===== src/rtl/ysyx_24070014_key_demux.sv =====
// Key-routed 1-to-NR_PORT request demultiplexer with a single outstanding transaction and a response return path.
// Optional request/response watchdog is enabled by defining KEY_DEMUX_TIMEOUT_EN.
module ysyx_24070014_key_demux #(
    parameter int unsigned NR_PORT     = 2,
    parameter int unsigned KEY_LEN     = 1,
    parameter int unsigned DATA_LEN    = 1,
    parameter int unsigned TIMEOUT_CYC = 256
) (
    input  logic                         clk,
    input  logic                         rst,
    input  logic [NR_PORT*KEY_LEN-1:0]   key_lut,
    input  logic                         up_req_valid,
    output logic                         up_req_ready,
    input  logic [KEY_LEN-1:0]           up_req_key,
    input  logic [DATA_LEN-1:0]          up_req_data,
    output logic                         up_rsp_valid,
    input  logic                         up_rsp_ready,
    output logic [DATA_LEN-1:0]          up_rsp_data,
    output logic                         up_rsp_err,
    output logic [NR_PORT-1:0]           dn_req_valid,
    input  logic [NR_PORT-1:0]           dn_req_ready,
    output logic [KEY_LEN-1:0]           dn_req_key,
    output logic [DATA_LEN-1:0]          dn_req_data,
    input  logic [NR_PORT-1:0]           dn_rsp_valid,
    output logic [NR_PORT-1:0]           dn_rsp_ready,
    input  logic [NR_PORT*DATA_LEN-1:0]  dn_rsp_data,
    input  logic [NR_PORT-1:0]           dn_rsp_err
);

    localparam int unsigned SEL_W = (NR_PORT > 1) ? $clog2(NR_PORT) : 1;

    typedef enum logic [1:0] {
        S_IDLE = 2'd0,
        S_REQ  = 2'd1,
        S_WAIT = 2'd2,
        S_RESP = 2'd3
    } state_t;

    if ((NR_PORT < 1) || (TIMEOUT_CYC < 1)) begin : g_bad_cfg
        $error("key_demux: NR_PORT and TIMEOUT_CYC must both be at least 1");
    end

    function automatic logic [NR_PORT-1:0] f_onehot(input logic [SEL_W-1:0] sel);
        logic [NR_PORT-1:0] v;
        for (int i = 0; i < NR_PORT; i++) begin
            v[i] = (SEL_W'(i) == sel);
        end
        return v;
    endfunction

    state_t                r_state;
    state_t                w_state_nxt;
    logic [SEL_W-1:0]      r_sel;
    logic [SEL_W-1:0]      w_sel_nxt;
    logic [KEY_LEN-1:0]    r_key;
    logic [KEY_LEN-1:0]    w_key_nxt;
    logic [DATA_LEN-1:0]   r_data;
    logic [DATA_LEN-1:0]   w_data_nxt;
    logic [DATA_LEN-1:0]   r_rsp_data;
    logic [DATA_LEN-1:0]   w_rsp_data_nxt;
    logic                  r_rsp_err;
    logic                  w_rsp_err_nxt;
    logic                  r_up_req_ready;
    logic                  r_up_rsp_valid;
    logic [NR_PORT-1:0]    r_dn_req_valid;
    logic [NR_PORT-1:0]    r_dn_rsp_ready;
    logic                  w_hit;
    logic [SEL_W-1:0]      w_hit_idx;
    logic                  w_expire;

`ifdef KEY_DEMUX_TIMEOUT_EN
    localparam int unsigned CNT_W = $clog2(TIMEOUT_CYC + 1);
    logic [CNT_W-1:0] r_cnt;

    assign w_expire = (r_cnt == CNT_W'(TIMEOUT_CYC - 1));

    // Watchdog: zero while idle (so it is clear on REQ entry), counts every REQ/WAIT cycle.
    always_ff @(posedge clk) begin
        if (rst) begin
            r_cnt <= '0;
        end else if (r_state == S_IDLE) begin
            r_cnt <= '0;
        end else if ((r_state == S_REQ) || (r_state == S_WAIT)) begin
            r_cnt <= r_cnt + CNT_W'(1);
        end else begin
            r_cnt <= r_cnt;
        end
    end
`else
    assign w_expire = 1'b0;
`endif

    // Key lookup: scan from the top so the lowest matching index is the one left standing.
    always_comb begin
        w_hit     = 1'b0;
        w_hit_idx = '0;
        for (int i = NR_PORT - 1; i >= 0; i--) begin
            w_hit_idx = (key_lut[i*KEY_LEN +: KEY_LEN] == up_req_key) ? SEL_W'(i) : w_hit_idx;
            w_hit     = w_hit | (key_lut[i*KEY_LEN +: KEY_LEN] == up_req_key);
        end
    end

    // Next-state and captured-value logic for the transaction FSM.
    always_comb begin
        w_state_nxt    = r_state;
        w_sel_nxt      = r_sel;
        w_key_nxt      = r_key;
        w_data_nxt     = r_data;
        w_rsp_data_nxt = r_rsp_data;
        w_rsp_err_nxt  = r_rsp_err;
        case (r_state)
            S_IDLE: begin
                if (up_req_valid && r_up_req_ready) begin
                    w_key_nxt  = up_req_key;
                    w_data_nxt = up_req_data;
                    if (w_hit) begin
                        w_sel_nxt   = w_hit_idx;
                        w_state_nxt = S_REQ;
                    end else begin
                        w_rsp_data_nxt = '0;
                        w_rsp_err_nxt  = 1'b1;
                        w_state_nxt    = S_RESP;
                    end
                end else begin
                    w_state_nxt = S_IDLE;
                end
            end
            S_REQ: begin
                // A handshake on the expiry cycle takes priority over the abort.
                if (dn_req_ready[r_sel]) begin
                    w_state_nxt = S_WAIT;
                end else if (w_expire) begin
                    w_rsp_data_nxt = '0;
                    w_rsp_err_nxt  = 1'b1;
                    w_state_nxt    = S_RESP;
                end else begin
                    w_state_nxt = S_REQ;
                end
            end
            S_WAIT: begin
                if (dn_rsp_valid[r_sel]) begin
                    w_rsp_data_nxt = dn_rsp_data[r_sel*DATA_LEN +: DATA_LEN];
                    w_rsp_err_nxt  = dn_rsp_err[r_sel];
                    w_state_nxt    = S_RESP;
                end else if (w_expire) begin
                    w_rsp_data_nxt = '0;
                    w_rsp_err_nxt  = 1'b1;
                    w_state_nxt    = S_RESP;
                end else begin
                    w_state_nxt = S_WAIT;
                end
            end
            S_RESP: begin
                if (up_rsp_ready) begin
                    w_state_nxt = S_IDLE;
                end else begin
                    w_state_nxt = S_RESP;
                end
            end
            default: begin
                w_state_nxt = S_IDLE;
            end
        endcase
    end

    // State, captured fields and handshake outputs, all decoded from the next state so they leave flops.
    always_ff @(posedge clk) begin
        if (rst) begin
            r_state        <= S_IDLE;
            r_sel          <= '0;
            r_key          <= '0;
            r_data         <= '0;
            r_rsp_data     <= '0;
            r_rsp_err      <= 1'b0;
            r_up_req_ready <= 1'b0;
            r_up_rsp_valid <= 1'b0;
            r_dn_req_valid <= '0;
            r_dn_rsp_ready <= '0;
        end else begin
            r_state        <= w_state_nxt;
            r_sel          <= w_sel_nxt;
            r_key          <= w_key_nxt;
            r_data         <= w_data_nxt;
            r_rsp_data     <= w_rsp_data_nxt;
            r_rsp_err      <= w_rsp_err_nxt;
            r_up_req_ready <= (w_state_nxt == S_IDLE);
            r_up_rsp_valid <= (w_state_nxt == S_RESP);
            r_dn_req_valid <= (w_state_nxt == S_REQ)  ? f_onehot(w_sel_nxt) : '0;
            r_dn_rsp_ready <= (w_state_nxt == S_WAIT) ? f_onehot(w_sel_nxt) : '0;
        end
    end

    assign up_req_ready = r_up_req_ready;
    assign up_rsp_valid = r_up_rsp_valid;
    assign up_rsp_data  = r_rsp_data;
    assign up_rsp_err   = r_rsp_err;
    assign dn_req_valid = r_dn_req_valid;
    assign dn_rsp_ready = r_dn_rsp_ready;
    assign dn_req_key   = r_key;
    assign dn_req_data  = r_data;

endmodule


===== config.mk =====
export PLATFORM = sky130hd
export DESIGN_NAME = ysyx_24070014_key_demux
export DESIGN_NICKNAME = d
export VERILOG_FILES = /design/src/rtl/ysyx_24070014_key_demux.sv
export SDC_FILE = /design/constraint.sdc
export NUM_CORES = 1
export LEC_CHECK = 0
export ABC_AREA = 1
export BUFFER_PORTS_ARGS = -buffer_cell sky130_fd_sc_hd__buf_2
export CAP_MARGIN = 20
export CORE_MARGIN = 10
export CORE_UTILIZATION = 40
export CTS_CLUSTER_DIAMETER = 60
export DETAILED_ROUTE_END_ITERATION = 10
export GPL_TIMING_DRIVEN = 0
export PLACE_DENSITY = 0.71
export SKIP_CTS_REPAIR_TIMING = 1
export SYNTH_ARGS = -nofsm -noshare
export SYNTH_HDL_FRONTEND = slang
export SYNTH_SLANG_ARGS = --single-unit

===== constraint.sdc =====
create_clock -name clk -period 1 [get_ports clk]
set_input_delay 0.05 -clock clk [delete_from_list [all_inputs] [get_ports clk]]
set_output_delay 0.05 -clock clk [all_outputs]
set_load 0.02 [all_outputs]

==> results.md, run 1 <==
- CTS sink cnt: 13
- #FFs+latches synth: 13
- Largest net degree at the start of global routing: 9
- Post-Syn Instances: 92
- Die area: 3537 um2
- Worst clock skew: 4.111 ps
- Syn_area_per_cell: 6.773 um2
- Netlist cell types: 14
- Startpoint types: flip-flop
- Met3 Wirelength: 82 um
- Grt total ovfl: 0
- CTS Root Cell: clkbuf_4
- Drt wl/cell: 12.78 um
- Hold slack: -58.69 ps
- Hold crit path type: in -> reg
- Max transition margin: 84.33%
- Share of layout cells above drive strength 1: 58.59%
- Ys flop type: dfxtp_1
- Post-synth net total: 108
- CTS max path bufs: 2
- CTS tree: built
- Core footprint: 1489 um2
- Die height: 59.47 um
- Worst Min Path Start: rst
- Area leader, netlist: dfxtp_1
- Setup CP Type: reg -> reg
- Initial Utilization: 41.85%
- Overall Global Routing Usage: 8.826%
- Pwr/cell area: 2003 nW/um2
- Post-route ant nets: 0
- Area grow syn2layout: 62.65%
- Htree depth: 1
- Fin crit share: 110.8%
- Synth top area share: 41.77%
- Required time of the critical path: 1210 ps
- RR Startpoint: r_state[0]
- Status: finished with violations
- Final Max Tran Viols: 0
- IO Port Bufs: 25
- Worst setup endpoint: dn_req_valid[0]
- Finished Layout Cells: 144
- Die W: 59.47 um
- Antenna violations before repair: 0
- Vias in the first global route: 612
- Mapped cell area: 623.1 um2
- Reg2Reg Setup Slack: -110 ps
- Placed Cells: 133
- Final setup fails: 12
- Max Clk Rate: 902.8 MHz
- 1st-iter DRT viols: 13
- TritonCTS buffer count: 3
- Detailed Routing Iterations Pass 1: 3
- Metal2 WL: 968 um
- Leakage: 0.5115 nW
- Final setup margin: -107.7 ps
- Worst-Margin Slew: 234.8 ps
- I/O pin total: 26
- Setup TNS: -792.3 ps
- Critical path arrival: 1320 ps
- Hpwl dp: 1211 um
- Async SR Flop Fraction: 0%
- First-pass GRT wire length: 2490 um
- WL met1: 765 um
- Hold depth: 2
- RD Place Congestion: 0.7349
- Final wirelength: 1841 um
- Worst VDD drop: 1097 uV
- Ant. Diodes: 0
- Fin. Hold Viols: 1
- Number of placement rows: 14
- Via count: 701
- EDFF count, synth: 0
- Worst Reg2Reg Path Length in Cells: 7
- CP endpoint kind: flip-flop
- Synth warn: 0
- DR top layer: met4
- Synth area leaders: dfxtp_1 42%, nand2_1 17%, nor2_1 7.2%
- Max-cap violations: 0
- Most common cell in the netlist: nand2_1
- Place WS: -104.4 ps
- Reg2reg end: dn_req_valid[0]
- Vias per cell: 4.868
- Max FO, Critical Path: 5
- Synth cell count leaders: 28 x nand2_1, 13 x dfxtp_1, 12 x nor2_1, 8 x inv_1, 8 x nand3_1
- CTS clk-pin slew, worst paths: 70 ps
- Skew-Pair Late Insertion Delay: 270 ps
- RSZ-0062 raised after global routing: true
- Failing checks: hold timing, setup timing
- DR DRC count: 0
- Period minus WS final: 1108 ps
- Fin nets: 145
- CP Launch Point: r_state[0]
- Sequential area share after synthesis: 41.77%
==> worst min path at each step <==
stage            end  slack [ps]
6_report       r_sel         -60
5_1_grt        r_sel         -70
4_1_cts        r_sel         -60
3_5_place_dp   r_sel         220
3_3_place_gp   r_sel         220
2_1_floorplan  r_sel         110
==> final cells by class <==
cell class | instances | area, um2
multi-input combinational | 67 | 457.9
fill | 113 | 475.5
tap | 16 | 20.02
timing repair buffer | 32 | 181.4
clock buffer | 4 | 26.28
sequential | 13 | 272.8
inverter | 12 | 55.05
==> kinds of logic (layout without fill, tap and decap cells) <==
group                  count (synthesis)  after routing  share of synthesized area, %
flip-flops                            13             13                         41.77
buffers and inverters                 12             48                         7.228
AO/OA/AOI/OAI                          9              9                         7.228
AND/OR/NAND/NOR                       58             58                         43.77
==> layout by cell type, fill, tap and decap left out, drive strengths merged <==
cell type and instances:
a21oi 6, buf 32, clkbuf 4, clkinv 1
dfxtp 13, inv 11, nand2 32, nand3 10
nor2 14, nor3 2, o21ai 3
==> critical path: stages (launching register included) <==
cell	delay, ps
dfxtp_2	380
inv_4	60
buf_4	130
a21oi_2	110
nand2_2	80
nand3_4	90
nand3_1	100
nor2_1	90
==> report_power, final <==
group	internal [W]	total (W)	switching (W)
registers	0.000637	0.000719	0.0000813
logic	0.000388	0.00101	0.000618
clock network	0.000154	0.000305	0.000151
total	0.00118	0.00203	0.000850
==> flip-flops by register name (all words and copies together) (netlist names) <==
name          count
dn_req_key        1
dn_req_valid      2
up_rsp_valid      1
up_rsp_data       1
up_req_ready      1
r_sel             1
up_rsp_err        1
r_state           2
dn_rsp_ready      2
dn_req_data       1
==> layer usage <==
| layer | vias to the layer above | GRT usage (%) |
|---|---|---|
| met1 | 322 | 10.28 |
| met5 | - | 0 |
| met4 | 0 | 4.918 |
| li1 | 362 | - |
| met3 | 4 | 3.004 |
| met2 | 13 | 13.67 |
==> metrics by stage <==
stage               instance area [um2]  utilization, %  hold slack [ps]  total power, W
floorplan                         645.6               -            115.0        0.001211
global placement                  790.8           53.11            220.2        0.001393
finish                             1013           68.07           -58.69        0.002030
global route                       1013           68.07           -68.88        0.002177
CTS                               817.0           54.87           -64.65        0.001711
detailed placement                790.8           53.11            222.7        0.001401
No activity file was read; power rests on OpenSTA's default activity.
==> run 2: changes to the inputs <==
--- a/config.mk
+++ b/config.mk
@@ -5,12 +5,12 @@
 export SDC_FILE = /design/constraint.sdc
 export NUM_CORES = 1
 export LEC_CHECK = 0
-export ABC_AREA = 1
 export BUFFER_PORTS_ARGS = -buffer_cell sky130_fd_sc_hd__buf_2
 export CAP_MARGIN = 20
 export CORE_MARGIN = 10
 export CORE_UTILIZATION = 40
 export CTS_CLUSTER_DIAMETER = 60
+export CTS_CLUSTER_SIZE = 8
 export DETAILED_ROUTE_END_ITERATION = 10
 export GPL_TIMING_DRIVEN = 0
 export PLACE_DENSITY = 0.71
==> run 2 against run 1 <==
  * The flow still finishes with violations (hold timing, setup timing)
  * Clock power is 10% higher
  * Non-clock buffer count is 8 higher
  * Global-route usage hardly changed
  * Combinational power is 39% lower
  * Flip-flop and latch count stayed put
==> results.md, run 2 <==
- Synth top area share: 41.77% (unchanged)
- Mapped cell area: 623.1 um2 (unchanged)
- Fin crit share: 157.1% (+46 points)
- CTS max path bufs: 2 (unchanged)
- Synth cell count leaders: 13 x dfxtp_1, 7 x nand2_1, 4 x a21oi_1, 3 x nor2b_1, 3 x nor3_1
- Place WS: -548.2 ps (-443.8 ps)
- 1st-iter DRT viols: 15 (+2)
- Async SR Flop Fraction: 0% (unchanged)
- Vias in the first global route: 579 (-5.4%)
- RSZ-0062 raised after global routing: true
- Post-route ant nets: 0 (unchanged)
- Final setup margin: -570.7 ps (-463.1 ps)
- Fin. Hold Viols: 1 (unchanged)
- Die area: 3537 um2 (unchanged)
- Detailed Routing Iterations Pass 1: 4 (+1)
- Final Max Tran Viols: 0 (unchanged)
- Startpoint types: flip-flop
- CTS clk-pin slew, worst paths: 90 ps (+20 ps)
- Post-synth net total: 76 (-30%)
- #FFs+latches synth: 13 (unchanged)
- Max transition margin: 50.61% (-34 points)
- Area grow syn2layout: 62.85%
- Hold crit path type: in -> reg
- Failing checks: hold timing, setup timing
- Overall Global Routing Usage: 8.853% (+0.027 points)
- DR DRC count: 0 (unchanged)
- Vias per cell: 5.094 (+4.6%)
- IO Port Bufs: 25 (unchanged)
- Hpwl dp: 1207 um (-0.36%)
- Fin nets: 118 (-19%)
- Period minus WS final: 1571 ps (+463.1 ps)
- Antenna violations before repair: 0 (unchanged)
- Die height: 59.47 um (unchanged)
- EDFF count, synth: 0 (unchanged)
- Placed inst area: 813.3 um2 (+2.8%)
- Worst-Margin Slew: 740.8 ps (+506.0 ps)
- Post-Syn Instances: 60 (-35%)
- Most frequent cells in the layout: 25 x buf_2, 12 x buf_4, 9 x dfxtp_1
- I/O pin total: 26 (unchanged)
- Number of placement rows: 14 (unchanged)
- CTS sink cnt: 13 (unchanged)
- Final wirelength: 1783 um (-3.2%)
- Initial Utilization: 41.85% (unchanged)
- Netlist cell types: 27 (+13)
- Leakage: 0.4307 nW (-16%)
- Ant. Diodes: 0 (unchanged)
- RD Place Congestion: 0.6874 (-6.5%)
- Most common cell after layout, fill and taps aside: buf_2
- CP endpoint kind: flip-flop
- Filler cell count: 118 (+4.4%)
- Largest net degree at the start of global routing: 11 (+2)
- Worst VDD drop: 1240 uV (+13%)
- Max Clk Rate: 636.7 MHz (-29%)
- Sequential power share: 39.3% (+3.9 points)
- Worst clock skew: 4.665 ps (+0.5540 ps)
- Grt total ovfl: 0 (unchanged)
- Sequential area share after synthesis: 41.77% (unchanged)
- Max FO, Critical Path: 6 (+1)
- Core footprint: 1489 um2 (unchanged)
- Reg2Reg Setup Slack: -570 ps (-460 ps)
- Synth warn: 0 (unchanged)
- Share of layout cells above drive strength 1: 69.31% (+11 points)
- Combinational power share: 39.2% (-10 points)
- Syn_area_per_cell: 10.38 um2 (+53%)
- Clock power frac: 21.5% (+6.5 points)
- Tot Pwr: 0.001569 W (-23%)
- Fin area: 1015 um2 (+0.12%)
- Status: finished with violations
- P_sw: 0.0005226 W (-39%)
- CTS Root Cell: clkbuf_4
- Setup CP Type: reg -> reg
- Required time of the critical path: 1170 ps (-40 ps)
- Synth area leaders: dfxtp_1 42%, nor4b_2 4.8%, nand2_1 4.2%
- Sw frac: 33.30% (-8.6 points)
- Area leader, netlist: dfxtp_1
- Most common cell in the netlist: dfxtp_1
- Die W: 59.47 um (unchanged)
- Via count: 596 (-15%)
- Drt wl/cell: 15.24 um (+19%)
- Htree depth: 1 (unchanged)
- First-pass GRT wire length: 2484 um (-0.24%)
- Ys flop type: dfxtp_1
- Hold slack: -4.668 ps (+54.02 ps)
- Critical path arrival: 1740 ps (+420 ps)
- TritonCTS buffer count: 3 (unchanged)
- Max-cap violations: 0 (unchanged)
- CTS tree: built
- Skew-Pair Late Insertion Delay: 280 ps (about the same)
- Pwr/cell area: 1547 nW/um2 (-23%)
- Final setup fails: 12 (unchanged)
- Pint: 0.001047 W (-11%)
- Util after Layout: 68.15% (+0.084 points)
-- run 2: cell types whose count changed after synthesis, sizes merged, moves of 3 or more --
| cell | change |
|---|---|
| inv | -12 |
| nor2 | -12 |
| nand3 | -10 |
| nand2 | -25 |
| nor2b | +3 |
-- run 2: power groups by stage --
stage | clock network, W | logic, W | registers [W]
floorplan | 0 | 0.000281 | 0.000671
global placement | 0 | 0.000436 | 0.000624
detailed placement | 0 | 0.000446 | 0.000628
CTS | 0.000339 | 0.000447 | 0.000615
global route | 0.000368 | 0.000657 | 0.000623
finish | 0.000337 | 0.000616 | 0.000617
-- run 2: per-layer routing --
metal  wire [um]  vias to the layer above  GRT usage [%]
met5           0                        -              0
met4          27                        0          5.902
met3         115                        2          1.931
met2         883                       15          15.16
met1         757                      277          9.390
li1            -                      302              -
-- run 2: critical path, stage by stage (launching register included) --
cell	delay [ps]
dfxtp_4	380
and4bb_2	280
and3_4	170
or3_4	430
and4b_1	210
-- run 2: worst paths after layout --
kind                     from              end  depth (start not counted)
setup / recovery   r_state[1]  dn_req_valid[0]                          4
hold / removal    up_req_data      dn_req_data                          3
setup reg to reg   r_state[1]  dn_req_valid[0]                          4
hold reg to reg    dn_req_key       dn_req_key                          2
-- run 2: logic make-up after synthesis --
| logic type | count (synthesis) | synth area share (%) |
|---|---|---|
| muxes | 4 | 6.827 |
| DFF | 13 | 41.77 |
| buffers and inverters | 3 | 4.216 |
| AOI/OAI and AO/OA | 9 | 10.24 |
| and+or+nand+nor | 31 | 36.95 |
-- run 2: final cells by class --
cell class                 count  area, um2  area share (%)
multi-input combinational     44      455.4           44.88
sequential                    13      270.3           26.63
timing repair buffer          38      226.5           22.32
clock buffer                   3      22.52           2.219
tap                           16      20.02           1.973
buffer                         2      15.01           1.480
clock inverter                 1      5.005          0.4932
-- run 2: stage by stage --
stage,TNS [ps],instances
after floorplan,-3861,60
after global placement,-4713,101
after detailed placement,-4983,101
after CTS,-5183,105
after global routing,-5715,117
final,-5156,117
==> run 3: changes to the inputs <==
==> constraint.sdc (replaced) <==
create_clock -name clk -period 1.26 [get_ports clk]
set_input_delay 0.063 -clock clk [delete_from_list [all_inputs] [get_ports clk]]
set_output_delay 0.063 -clock clk [all_outputs]
set_load 0.02 [all_outputs]
==> run 3 against run 2 <==
  * The run ends with setup timing left
  * Non-clock buffer count shrank 5
  * Sequential share of layout area increased by 2.2 points
  * Cell count decreased by 4.3%
  * Register-to-register slack improved by 310 ps
  * Clock power down 24%
  * First-iteration DRC count down 80%
  * Design area shrank 7.8%
  * Critical path depth is the same
  * Combinational power fell by 33%
  * Worst setup slack gained 310 ps
  * Clock skew shrank 2.1 ps
  * Sequential power is 21% lower
  * Critical endpoint unchanged
  * Highest routed layer unchanged
==> results.md, run 3 (synthesis gave the netlist of run 2 again) <==
- Final Max Tran Viols: 0 (unchanged)
- Ant. Diodes: 0 (unchanged)
- Leakage: 0.3995 nW (-7.3%)
- CTS clk-pin slew, worst paths: 80 ps (about the same)
- Worst Reg2Reg Path Length in Cells: 4 (unchanged)
- Die height: 59.47 um (unchanged)
- Max-cap violations: 0 (unchanged)
- Hold crit path type: in -> reg
- CTS sink cnt: 13 (unchanged)
- Fin. Hold Viols: 0 (-1)
- Vias in the first global route: 561 (-3.1%)
- Htree depth: 1 (unchanged)
- Vias per cell: 5.116 (+0.43%)
- Pwr/cell area: 1234 nW/um2 (-20%)
- Util after Layout: 62.86% (-5.3 points)
- Initial Utilization: 41.85% (unchanged)
- Fin crit share: 120.9% (-36 points)
- Delay of the slowest critical-path stage: 420 ps (about the same)
- Skew-Pair Late Insertion Delay: 270 ps (about the same)
- Worst setup endpoint: dn_req_valid[0]
- Grt total ovfl: 0 (unchanged)
- Period minus WS final: 1523 ps (-47.51 ps)
- Detailed Routing Iterations Pass 1: 4 (unchanged)
- TritonCTS buffer count: 3 (unchanged)
- Most frequent cells in the layout: 25 x buf_2, 9 x dfxtp_1, 7 x nand2_1, 7 x buf_4, 3 x clkbuf_4
- Share of layout cells above drive strength 1: 62.50% (-6.8 points)
- Critical path arrival: 1690 ps (-50 ps)
- RR Startpoint: r_state[1]
- Worst clock skew: 2.553 ps (-2.112 ps)
- Placed inst area: 793.3 um2 (-2.5%)
- Worst-Margin Slew: 573.7 ps (-167.1 ps)
- CTS Root Cell: clkbuf_4
- Largest net degree at the start of global routing: 11 (unchanged)
- Hpwl dp: 1162 um (-3.7%)
- Die area: 3537 um2 (unchanged)
- Fin nets: 113 (-4.2%)
- Fin area: 935.9 um2 (-7.8%)
- Filler cell count: 140 (+19%)
- I/O pin total: 26 (unchanged)
- Crit-path cells: and4bb_2 -> and3_4 -> or3_4 -> and4b_1
- Post-route ant nets: 0 (unchanged)
- CP max stage cell: or3_4
- CTS tree: built
- Max Clk Rate: 656.5 MHz (+3.1%)
- First-pass GRT wire length: 2415 um (-2.8%)
- Startpoint types: flip-flop
- Failing checks: setup timing
- Max transition margin: 61.75% (+11 points)
- Required time of the critical path: 1430 ps (+260 ps)
- Worst VDD drop: 830.9 uV (-33%)
- Most common cell after layout, fill and taps aside: buf_2
- RSZ-0062 raised after global routing: true
- CTS max path bufs: 2 (unchanged)
- CP endpoint kind: flip-flop
- Reg2reg end: dn_req_valid[0]
- Die W: 59.47 um (unchanged)
- Reg2Reg Setup Slack: -260 ps (+310 ps)
- Final wirelength: 1629 um (-8.6%)
- Core footprint: 1489 um2 (unchanged)
- DR DRC count: 0 (unchanged)
- Drt wl/cell: 14.54 um (-4.6%)
- Max FO, Critical Path: 5 (-1)
- Via count: 573 (-3.9%)
- Status: finished with violations
- RD Place Congestion: 0.6834 (-0.58%)
- Number of placement rows: 14 (unchanged)
- Setup CP Type: reg -> reg
- CP Launch Point: r_state[1]
- Final setup fails: 11 (-1)
- Area grow syn2layout: 50.20%
- Antenna violations before repair: 0 (unchanged)
- IO Port Bufs: 25 (unchanged)
- 1st-iter DRT viols: 3 (-12)
- Overall Global Routing Usage: 8.877% (+0.024 points)
- Final setup margin: -263.2 ps (+307.5 ps)
-- run 3: critical path, delay by kind of cell (launching register included) --
family / cells / cell delay [ps]
and+or+nand+nor: 4 / 1060
DFF: 1 / 370
-- run 3: power by group --
| group | internal [W] | switching (W) | leakage, nW |
|---|---|---|---|
| Combinational | 0.000215 | 0.000199 | 0.277 |
| Clock | 0.000123 | 0.000133 | 0.0150 |
| Sequential | 0.000457 | 0.0000281 | 0.108 |
-- run 3: area by class of cell --
| type | instances | area [um2] | area share [%] |
|---|---|---|---|
| Tap cell | 16 | 20.02 | 2.139 |
| Sequential cell | 13 | 270.3 | 28.88 |
| Timing Repair Buffer | 33 | 188.9 | 20.19 |
| Clock buffer | 4 | 26.28 | 2.807 |
| Buffer | 2 | 15.01 | 1.604 |
| Multi-Input combinational cell | 44 | 415.4 | 44.38 |
-- run 3: through the flow --
stage	hold slack [ps]	setup slack, ps	cells	power, W	TNS (ps)
finish	16.52	-263.2	112	0.001155	-2233
global route	10.15	-321.0	112	0.001226	-2855
floorplan	127.2	-200.2	60	0.0007394	-1157
detailed placement	273.6	-362.0	101	0.0008330	-2897
CTS	-23.63	-381.7	105	0.001088	-3103
global placement	268.6	-294.4	101	0.0008255	-2585
-- run 3: worst min path at each step --
| stage | cells after the start | end | start |
|---|---|---|---|
| floorplan | 1 | r_state[0] | rst |
| global placement | 2 | r_state[0] | rst |
| detailed placement | 2 | r_state[0] | rst |
| CTS | 2 | r_state[0] | rst |
| global route | 2 | r_state[0] | rst |
| finish | 2 | r_state[0] | rst |
-- run 3: metal layers --
metal | track usage, % | part of all wire [%] | routed length (um) | vias to the layer above
met5 | 0 | 0 | 0 | -
met4 | 4.918 | 2.3 | 37 | 0
met3 | 3.004 | 4.5 | 73 | 4
met2 | 16.34 | 54 | 885 | 13
met1 | 8.242 | 39 | 633 | 264
li1 | - | - | - | 292
